--- src/rtl/io_response_collector_pkg.sv ---
// ----------------------------------------------------------------------------
// io_bus_pkg
// Shared IO-bus definitions used by the IO response path.
//   IO_DATA_W        : IO data bus width (16 bits)
//   IO_FLOAT_DATA    : value read from a floating (undriven) IO bus
//   io_resp_state_t  : response collector FSM states
// ----------------------------------------------------------------------------
package io_bus_pkg;

    localparam int unsigned IO_DATA_W = 16;

    localparam logic [IO_DATA_W-1:0] IO_FLOAT_DATA = 16'hFFFF;

    typedef enum logic [1:0] {
        ST_IDLE,
        ST_WAIT,
        ST_RESP,
        ST_GAP
    } io_resp_state_t;

endpackage

--- src/rtl/io_response_collector_if.sv ---
// ----------------------------------------------------------------------------
// io_response_collector_if
// Bundles the CPU data-master IO handshake, the decoder selects and the
// peripheral return path.
//   d_io, data_m_access, data_m_wr_en : CPU request side
//   sel, default_sel                  : decoder selects
//   slv_ack, slv_data                 : per-peripheral ack and packed read data
//   data_m_ack, data_m_data_in        : response back to the CPU
// Modports:
//   slave  : the response collector
//   master : the CPU/decoder/peripheral side driving requests
// ----------------------------------------------------------------------------
interface io_response_collector_if
    import io_bus_pkg::*;
#(
    parameter int unsigned N_SLAVES = 16
);

    logic                          d_io;
    logic                          data_m_access;
    logic                          data_m_wr_en;
    logic [N_SLAVES-1:0]           sel;
    logic                          default_sel;
    logic [N_SLAVES-1:0]           slv_ack;
    logic [N_SLAVES*IO_DATA_W-1:0] slv_data;
    logic                          data_m_ack;
    logic [IO_DATA_W-1:0]          data_m_data_in;

    modport slave (
        input  d_io, data_m_access, data_m_wr_en, sel, default_sel,
               slv_ack, slv_data,
        output data_m_ack, data_m_data_in
    );

    modport master (
        output d_io, data_m_access, data_m_wr_en, sel, default_sel,
               slv_ack, slv_data,
        input  data_m_ack, data_m_data_in
    );

endinterface

--- src/rtl/io_response_collector_mux.sv ---
// ----------------------------------------------------------------------------
// io_onehot_mux
// N x W AND-OR data mux plus zero / one-hot / multi-hot classification of
// the select vector.
//   sel_i    : select vector (expected one-hot for a clean mux result)
//   data_i   : packed data, entry i at [W*i +: W]
//   data_o   : OR of all selected entries
//   zero_o   : no select bit set
//   onehot_o : exactly one select bit set
//   multi_o  : two or more select bits set
// ----------------------------------------------------------------------------
module io_onehot_mux
    import io_bus_pkg::*;
#(
    parameter int unsigned N = 16,
    parameter int unsigned W = IO_DATA_W
) (
    input  logic [N-1:0]   sel_i,
    input  logic [N*W-1:0] data_i,
    output logic [W-1:0]   data_o,
    output logic           zero_o,
    output logic           onehot_o,
    output logic           multi_o
);

    always_comb begin
        data_o = '0;
        for (int unsigned i = 0; i < N; i++) begin
            data_o = data_o | (data_i[i*W +: W] & {W{sel_i[i]}});
        end
    end

    // Clearing the lowest set bit leaves something only if two or more were set.
    assign zero_o   = (sel_i == '0);
    assign multi_o  = |(sel_i & (sel_i - N'(1)));
    assign onehot_o = !zero_o && !multi_o;

endmodule

--- src/rtl/io_response_collector.sv ---
// ----------------------------------------------------------------------------
// io_response_collector
// Terminates every IO cycle of the CPU data master exactly once: waits for
// the selected peripheral's ack and returns its data, or completes with
// floating-bus data for unmapped, conflicting-select or timed-out accesses.
//   clk, reset_n     : clock, asynchronous active-low reset
//   bus (slave)      : CPU handshake, decoder selects, peripheral return path
//   timeout_pulse    : one-cycle pulse with the ack of a timed-out access
//   sel_error_pulse  : one-cycle pulse with the ack of a multi-hot access
// data_m_wr_en is part of the bus but does not affect the response; write
// cycles are answered exactly like reads.
// ----------------------------------------------------------------------------
module io_response_collector
    import io_bus_pkg::*;
#(
    parameter int unsigned          N_SLAVES       = 16,
    parameter int unsigned          TIMEOUT_CYCLES = 255,
    parameter logic [IO_DATA_W-1:0] FLOAT_DATA     = IO_FLOAT_DATA
) (
    input  logic                     clk,
    input  logic                     reset_n,
    io_response_collector_if.slave   bus,
    output logic                     timeout_pulse,
    output logic                     sel_error_pulse
);

    localparam logic [15:0] CNT_LAST = 16'(TIMEOUT_CYCLES - 1);

    io_resp_state_t       state_q, state_d;
    logic [N_SLAVES-1:0]  sel_q, sel_d;
    logic [15:0]          cnt_q, cnt_d;
    logic                 ack_q, ack_d;
    logic [IO_DATA_W-1:0] data_q, data_d;
    logic                 tout_q, tout_d;
    logic                 serr_q, serr_d;

    logic [N_SLAVES-1:0]  mux_sel;
    logic [IO_DATA_W-1:0] mux_data;
    logic                 mux_zero, mux_onehot, mux_multi;
    logic                 accept, float_resp, hit, expired;

    // One mux serves both phases: in IDLE it classifies the decoder selects,
    // in WAIT it sees only the latched slave's ack, so a nonzero result is a hit.
    assign mux_sel = (state_q == ST_IDLE) ? bus.sel : (bus.slv_ack & sel_q);

    io_onehot_mux #(
        .N (N_SLAVES),
        .W (IO_DATA_W)
    ) u_mux (
        .sel_i    (mux_sel),
        .data_i   (bus.slv_data),
        .data_o   (mux_data),
        .zero_o   (mux_zero),
        .onehot_o (mux_onehot),
        .multi_o  (mux_multi)
    );

    assign accept     = bus.d_io && bus.data_m_access;
    assign float_resp = bus.default_sel || !mux_onehot;
    assign hit        = !mux_zero;
    assign expired    = (cnt_q == CNT_LAST);

    // State register
    always_ff @(posedge clk or negedge reset_n) begin
        if (!reset_n) begin
            state_q <= ST_IDLE;
        end else begin
            state_q <= state_d;
        end
    end

    // Next-state logic
    always_comb begin
        state_d = state_q;
        unique case (state_q)
            ST_IDLE: begin
                if (accept) begin
                    state_d = float_resp ? ST_RESP : ST_WAIT;
                end
            end
            ST_WAIT: begin
                if (hit) begin
                    state_d = ST_RESP;
                end else if (!bus.data_m_access) begin
                    state_d = ST_IDLE;
                end else if (expired) begin
                    state_d = ST_RESP;
                end
            end
            ST_RESP: state_d = ST_GAP;
            ST_GAP:  state_d = ST_IDLE;
            default: state_d = ST_IDLE;
        endcase
    end

    // Output / datapath next values; response registers are loaded on the
    // transition into RESP so they are high exactly during RESP.
    always_comb begin
        sel_d  = sel_q;
        cnt_d  = cnt_q;
        ack_d  = 1'b0;
        data_d = '0;
        tout_d = 1'b0;
        serr_d = 1'b0;
        unique case (state_q)
            ST_IDLE: begin
                if (accept) begin
                    if (float_resp) begin
                        ack_d  = 1'b1;
                        data_d = FLOAT_DATA;
                        serr_d = !bus.default_sel && mux_multi;
                    end else begin
                        sel_d = bus.sel;
                        cnt_d = '0;
                    end
                end
            end
            ST_WAIT: begin
                if (hit) begin
                    ack_d  = 1'b1;
                    data_d = mux_data;
                end else if (!bus.data_m_access) begin
                    cnt_d = cnt_q;
                end else if (expired) begin
                    ack_d  = 1'b1;
                    data_d = FLOAT_DATA;
                    tout_d = 1'b1;
                end else if (cnt_q != '1) begin
                    cnt_d = cnt_q + 16'd1;
                end
            end
            default: begin
                ack_d = 1'b0;
            end
        endcase
    end

    always_ff @(posedge clk or negedge reset_n) begin
        if (!reset_n) begin
            sel_q  <= '0;
            cnt_q  <= '0;
            ack_q  <= 1'b0;
            data_q <= '0;
            tout_q <= 1'b0;
            serr_q <= 1'b0;
        end else begin
            sel_q  <= sel_d;
            cnt_q  <= cnt_d;
            ack_q  <= ack_d;
            data_q <= data_d;
            tout_q <= tout_d;
            serr_q <= serr_d;
        end
    end

    assign bus.data_m_ack     = ack_q;
    assign bus.data_m_data_in = data_q;
    assign timeout_pulse      = tout_q;
    assign sel_error_pulse    = serr_q;

endmodule
--- src/flat_wrapper.sv ---
// flat-port wrapper written by rule: the top's interface ports become plain ports
module io_response_collector_flat import io_bus_pkg::*;
#(
    parameter int unsigned          N_SLAVES       = 16,
    parameter int unsigned          TIMEOUT_CYCLES = 255,
    parameter logic [IO_DATA_W-1:0] FLOAT_DATA     = IO_FLOAT_DATA
)
  (clk, reset_n, timeout_pulse, sel_error_pulse, bus_d_io, bus_data_m_access, bus_data_m_wr_en, bus_sel, bus_default_sel, bus_slv_ack, bus_slv_data, bus_data_m_ack, bus_data_m_data_in);
  io_response_collector_if #(.N_SLAVES(N_SLAVES)) bus_i ();
  input  logic clk;
  input  logic reset_n;
  output logic timeout_pulse;
  output logic sel_error_pulse;
  input wire logic [$bits(bus_i.d_io)-1:0] bus_d_io;
  input wire logic [$bits(bus_i.data_m_access)-1:0] bus_data_m_access;
  input wire logic [$bits(bus_i.data_m_wr_en)-1:0] bus_data_m_wr_en;
  input wire logic [$bits(bus_i.sel)-1:0] bus_sel;
  input wire logic [$bits(bus_i.default_sel)-1:0] bus_default_sel;
  input wire logic [$bits(bus_i.slv_ack)-1:0] bus_slv_ack;
  input wire logic [$bits(bus_i.slv_data)-1:0] bus_slv_data;
  output wire logic [$bits(bus_i.data_m_ack)-1:0] bus_data_m_ack;
  output wire logic [$bits(bus_i.data_m_data_in)-1:0] bus_data_m_data_in;
  assign bus_i.d_io = bus_d_io;
  assign bus_i.data_m_access = bus_data_m_access;
  assign bus_i.data_m_wr_en = bus_data_m_wr_en;
  assign bus_i.sel = bus_sel;
  assign bus_i.default_sel = bus_default_sel;
  assign bus_i.slv_ack = bus_slv_ack;
  assign bus_i.slv_data = bus_slv_data;
  assign bus_data_m_ack = bus_i.data_m_ack;
  assign bus_data_m_data_in = bus_i.data_m_data_in;
  io_response_collector #(.N_SLAVES(N_SLAVES), .TIMEOUT_CYCLES(TIMEOUT_CYCLES), .FLOAT_DATA(FLOAT_DATA)) u_core (.clk(clk), .reset_n(reset_n), .bus(bus_i), .timeout_pulse(timeout_pulse), .sel_error_pulse(sel_error_pulse));
endmodule
--- config.mk ---
export PLATFORM = sky130hd
export DESIGN_NAME = io_response_collector_flat
export DESIGN_NICKNAME = d
export VERILOG_FILES = /design/src/rtl/io_response_collector_pkg.sv /design/src/rtl/io_response_collector_if.sv /design/src/rtl/io_response_collector_mux.sv /design/src/rtl/io_response_collector.sv /design/src/flat_wrapper.sv
export SDC_FILE = /design/constraint.sdc
export NUM_CORES = 1
export LEC_CHECK = 0
export ABC_CLOCK_PERIOD_IN_PS = 8500
export BUFFER_PORTS_ARGS = -buffer_cell sky130_fd_sc_hd__clkbuf_2
export CAP_MARGIN = 20
export CORE_AREA = 8 8 115 117
export DETAILED_ROUTE_END_ITERATION = 10
export DIE_AREA = 0 0 123 125
export PLACE_DENSITY = 0.75
export SYNTH_ARGS = -nofsm -noshare
export SYNTH_HDL_FRONTEND = slang
export SYNTH_HIERARCHICAL = 1
export SYNTH_SLANG_ARGS = --single-unit
--- constraint.sdc ---
create_clock -name clk -period 8.5 [get_ports clk]
set_input_delay 0.425 -clock clk [delete_from_list [all_inputs] [get_ports clk]]
set_output_delay 0.425 -clock clk [all_outputs]
set_load 0.005 [all_outputs]
==> impl_metrics.ini <==
[outcome]
outcome = finished clean

[pwr]
power_mw = 1.644
powerDensity_mw_per_mm2 = 267.9
max-vdd-ir-drop_v = 0.0001864
leakage_nw = 3.082

[grt]
antenna_found_initial = 23
gr-usage-all-layers = 0.3117
grt_pass1_vias = 5689
grt_pass1_wl_mm = 35.51
grt_start_max_net_pins = 54
grt-ovfl-total = 0

[finish]
fin_cells = 914
multi_input_area_mm2 = 0.002755
nets = 1060
n_fill_cell = 1141
drive_gt1_frac = 0.4961
syn_to_final_growth_pct = 45.09
regArea_mm2 = 0.001326
fin_util = 0.5284
fin_area_mm2 = 0.006136

[worst_setup_path]
r2r_slack_ns = 3.46
path_max_fanout = 35
cp.required_ns = 8.73
reg2reg_depth = 11
arrival_ns = 5.27
r2r-start = u_core/state_q[0]$_DFFE_PN0P_
slowest_delay_ns = 0.80
end_kind = flop
r2r_end = u_core/bus.data_m_data_in[0]$_DFF_PN0_
critical_path.most_common_cell = nor4_1
start_kind = flop
path_class = flop to flop
path_cells = nor2_4, o21ai_2, nor4_1, nand3_1, nor4_1, nor4_1, nor2b_1, nor2_1, nor2_1, a211oi_4, o21a_1
cp_slowest_cell = nor2_4

[clock_network]
cts-root-buf = clkbuf_16
path_clk_slew_ns = 0.08
insertion_delay_ns = 0.30
cts_resized = 0
post_cts_buffers = 0
clkSinkCount = 53
cts_tree = yes
numCtsBuffers = 5
cts_hold_buf = 0
clock_path_buffers = 2
htree_levels = 2

[drt]
postRouteAntennaNets = 0
viasPerCell = 6.352
drtIter0Drc = 602
wl_per_cell_um = 27.55
vias = 5806
drc = 0
routed_wirelength_mm = 25.18
dr.pass1.iters = 5

[die]
initial_core_util = 0.3642
die_h_um = 125
dieWidth_um = 123
std_cell_rows = 40
io_pins = 313
dieArea_mm2 = 0.01538
core_mm2 = 0.01161

[synthesis]
synth-seq-area-share = 0.3136
syn_inst = 476
synth_edf_count = 0
async_reset_ff_frac = 1.000
synthTopCellsByArea = dfrtp_1 (31%), a22o_1 (14%), a221oi_1 (13%)
yosysUniqueCellTypes = 51
syn_area_mm2 = 0.004229
yosys_warnings = 6
synth.net_count = 772
yosysTopAreaCell = dfrtp_1
synth_area_per_cell_um2 = 8.885
synth_ff_type = dfrtp_1
ys_seq_elements = 53
synth_top_cell_area_share = 0.3136

[timing]
holdWs_ns = 0.2597
setup_viol = 0
slew_headroom = 0.2151
hold_viol = 0
finClkSkew_ns = 0.009496
slew_viol_final = 0
finalSetupTns_ns = 0
period_share = 0.5933
grt_setup_unrepaired = no
min_period_ns = 5.043
max_freq_mhz = 198.3
worst_slack_ns = 3.457
worst_slew_pin_slew_ns = 1.177

[place]
dp_cells = 903
place_ws_ns = 3.466
hpwl_mm = 19.89
postPlaceCellArea_mm2 = 0.005957
finalWeightedCongestion = 1.030
io_buffers = 311

[run]
drv_cap = 0

[hold_path]
hp-class = primary input to asynchronous set/reset pin
-- flip-flops by register name (all words and copies together), names as in the netlist --
name	cells
u_core/bus.data_m_ack	1
u_core/cnt_q	16
u_core/state_q	2
u_core/bus.data_m_data_in	16
u_core/timeout_pulse	1
u_core/sel_error_pulse	1
u_core/sel_q	16
-- layout make-up --
class,count,share of cell area
multi-input combinational,372,0.4490
timing repair buffer,326,0.2739
sequential,53,0.2161
tap,147,0.02998
clock buffer,5,0.02039
clock inverter,2,0.005710
inverter,6,0.003670
antenna,3,0.001223
-- worst max path at each step --
| stage | startpoint | end | depth (start not counted) |
|---|---|---|---|
| after floorplan | u_core/state_q[0]$_DFFE_PN0P_ | u_core/cnt_q[0]$_DFFE_PN0P_ | 15 |
| after global placement | u_core/state_q[0]$_DFFE_PN0P_ | u_core/bus.data_m_data_in[10]$_DFF_PN0_ | 11 |
| after detailed placement | u_core/state_q[0]$_DFFE_PN0P_ | u_core/bus.data_m_data_in[14]$_DFF_PN0_ | 11 |
| after CTS | u_core/state_q[0]$_DFFE_PN0P_ | u_core/bus.data_m_data_in[1]$_DFF_PN0_ | 11 |
| after global routing | u_core/state_q[0]$_DFFE_PN0P_ | u_core/bus.data_m_data_in[13]$_DFF_PN0_ | 11 |
| final | u_core/state_q[0]$_DFFE_PN0P_ | u_core/bus.data_m_data_in[0]$_DFF_PN0_ | 11 |
-- critical path, delay by kind of cell (launching register included) --
family	cells	cell delay, ns
AND/OR/NAND/NOR	8	2.87
flip-flops	1	0.55
AO/OA/AOI/OAI	3	1.53
-- cells in the final DEF (no fill, tap or decap), types with 3 or more instances in the layout --
| master | synthesis | layout |
|---|---|---|
| clkbuf_2 | 0 | 311 |
| a22o_1 | 66 | 66 |
| a221oi_1 | 64 | 64 |
| dfrtp_1 | 53 | 53 |
| nand2_1 | 50 | 50 |
| nand4_1 | 20 | 20 |
| mux2_2 | 17 | 17 |
| nor2_1 | 17 | 16 |
| o21a_1 | 16 | 16 |
| o21ai_2 | 0 | 16 |
| buf_4 | 1 | 13 |
| nor3_1 | 12 | 12 |
| o21ai_0 | 28 | 12 |
| nand3_1 | 11 | 11 |
| nor4_1 | 11 | 11 |
| o22a_1 | 8 | 8 |
| inv_1 | 6 | 6 |
| and3_1 | 6 | 6 |
| clkbuf_16 | 0 | 5 |
| nor2b_1 | 4 | 4 |
| a211o_1 | 4 | 4 |
| diode_2 | 0 | 3 |
| a21oi_1 | 3 | 3 |
-- report_power, final --
part / internal (mW) / total [mW] / switching, mW
combinational: 0.430 / 1.06 / 0.629
clock: 0.137 / 0.232 / 0.0950
sequential: 0.312 / 0.353 / 0.0418
-- layer usage --
layer  wire [µm]  global-route usage  up-vias
li1            -                   -     2527
met1        8845              0.3509     2720
met2       10980              0.4816      408
met3        4232              0.1841      111
met5         253                   0        -
met4         866             0.09851       40
-- kinds of logic after synthesis --
logic type / share of synthesized area
xor+xnor: 0.002071
flops: 0.3136
buf+inv: 0.05089
simple gates: 0.1713
mux: 0.04793
fa+ha+maj: 0.01095
compound gates: 0.4033
-- synthesized netlist by cell type (2+ instances only) --
| master | instances |
|---|---|
| a22o_1 | 66 |
| a221oi_1 | 64 |
| dfrtp_1 | 53 |
| nand2_1 | 50 |
| clkbuf_1 | 31 |
| o21ai_0 | 28 |
| nand4_1 | 20 |
| mux2_2 | 17 |
| nor2_1 | 17 |
| o21a_1 | 16 |
| nor3_1 | 12 |
| nand3_1 | 11 |
| nor4_1 | 11 |
| o22a_1 | 8 |
| buf_1 | 7 |
| and3_1 | 6 |
| inv_1 | 6 |
| a211o_1 | 4 |
| buf_2 | 4 |
| nor2b_1 | 4 |
| a21oi_1 | 3 |
| a21o_1 | 2 |
| a31oi_1 | 2 |
| and4_1 | 2 |
| buf_6 | 2 |
| ha_1 | 2 |
| or2_2 | 2 |
| or3_1 | 2 |
| or4_4 | 2 |
Power figures use the tool's default switching activity.
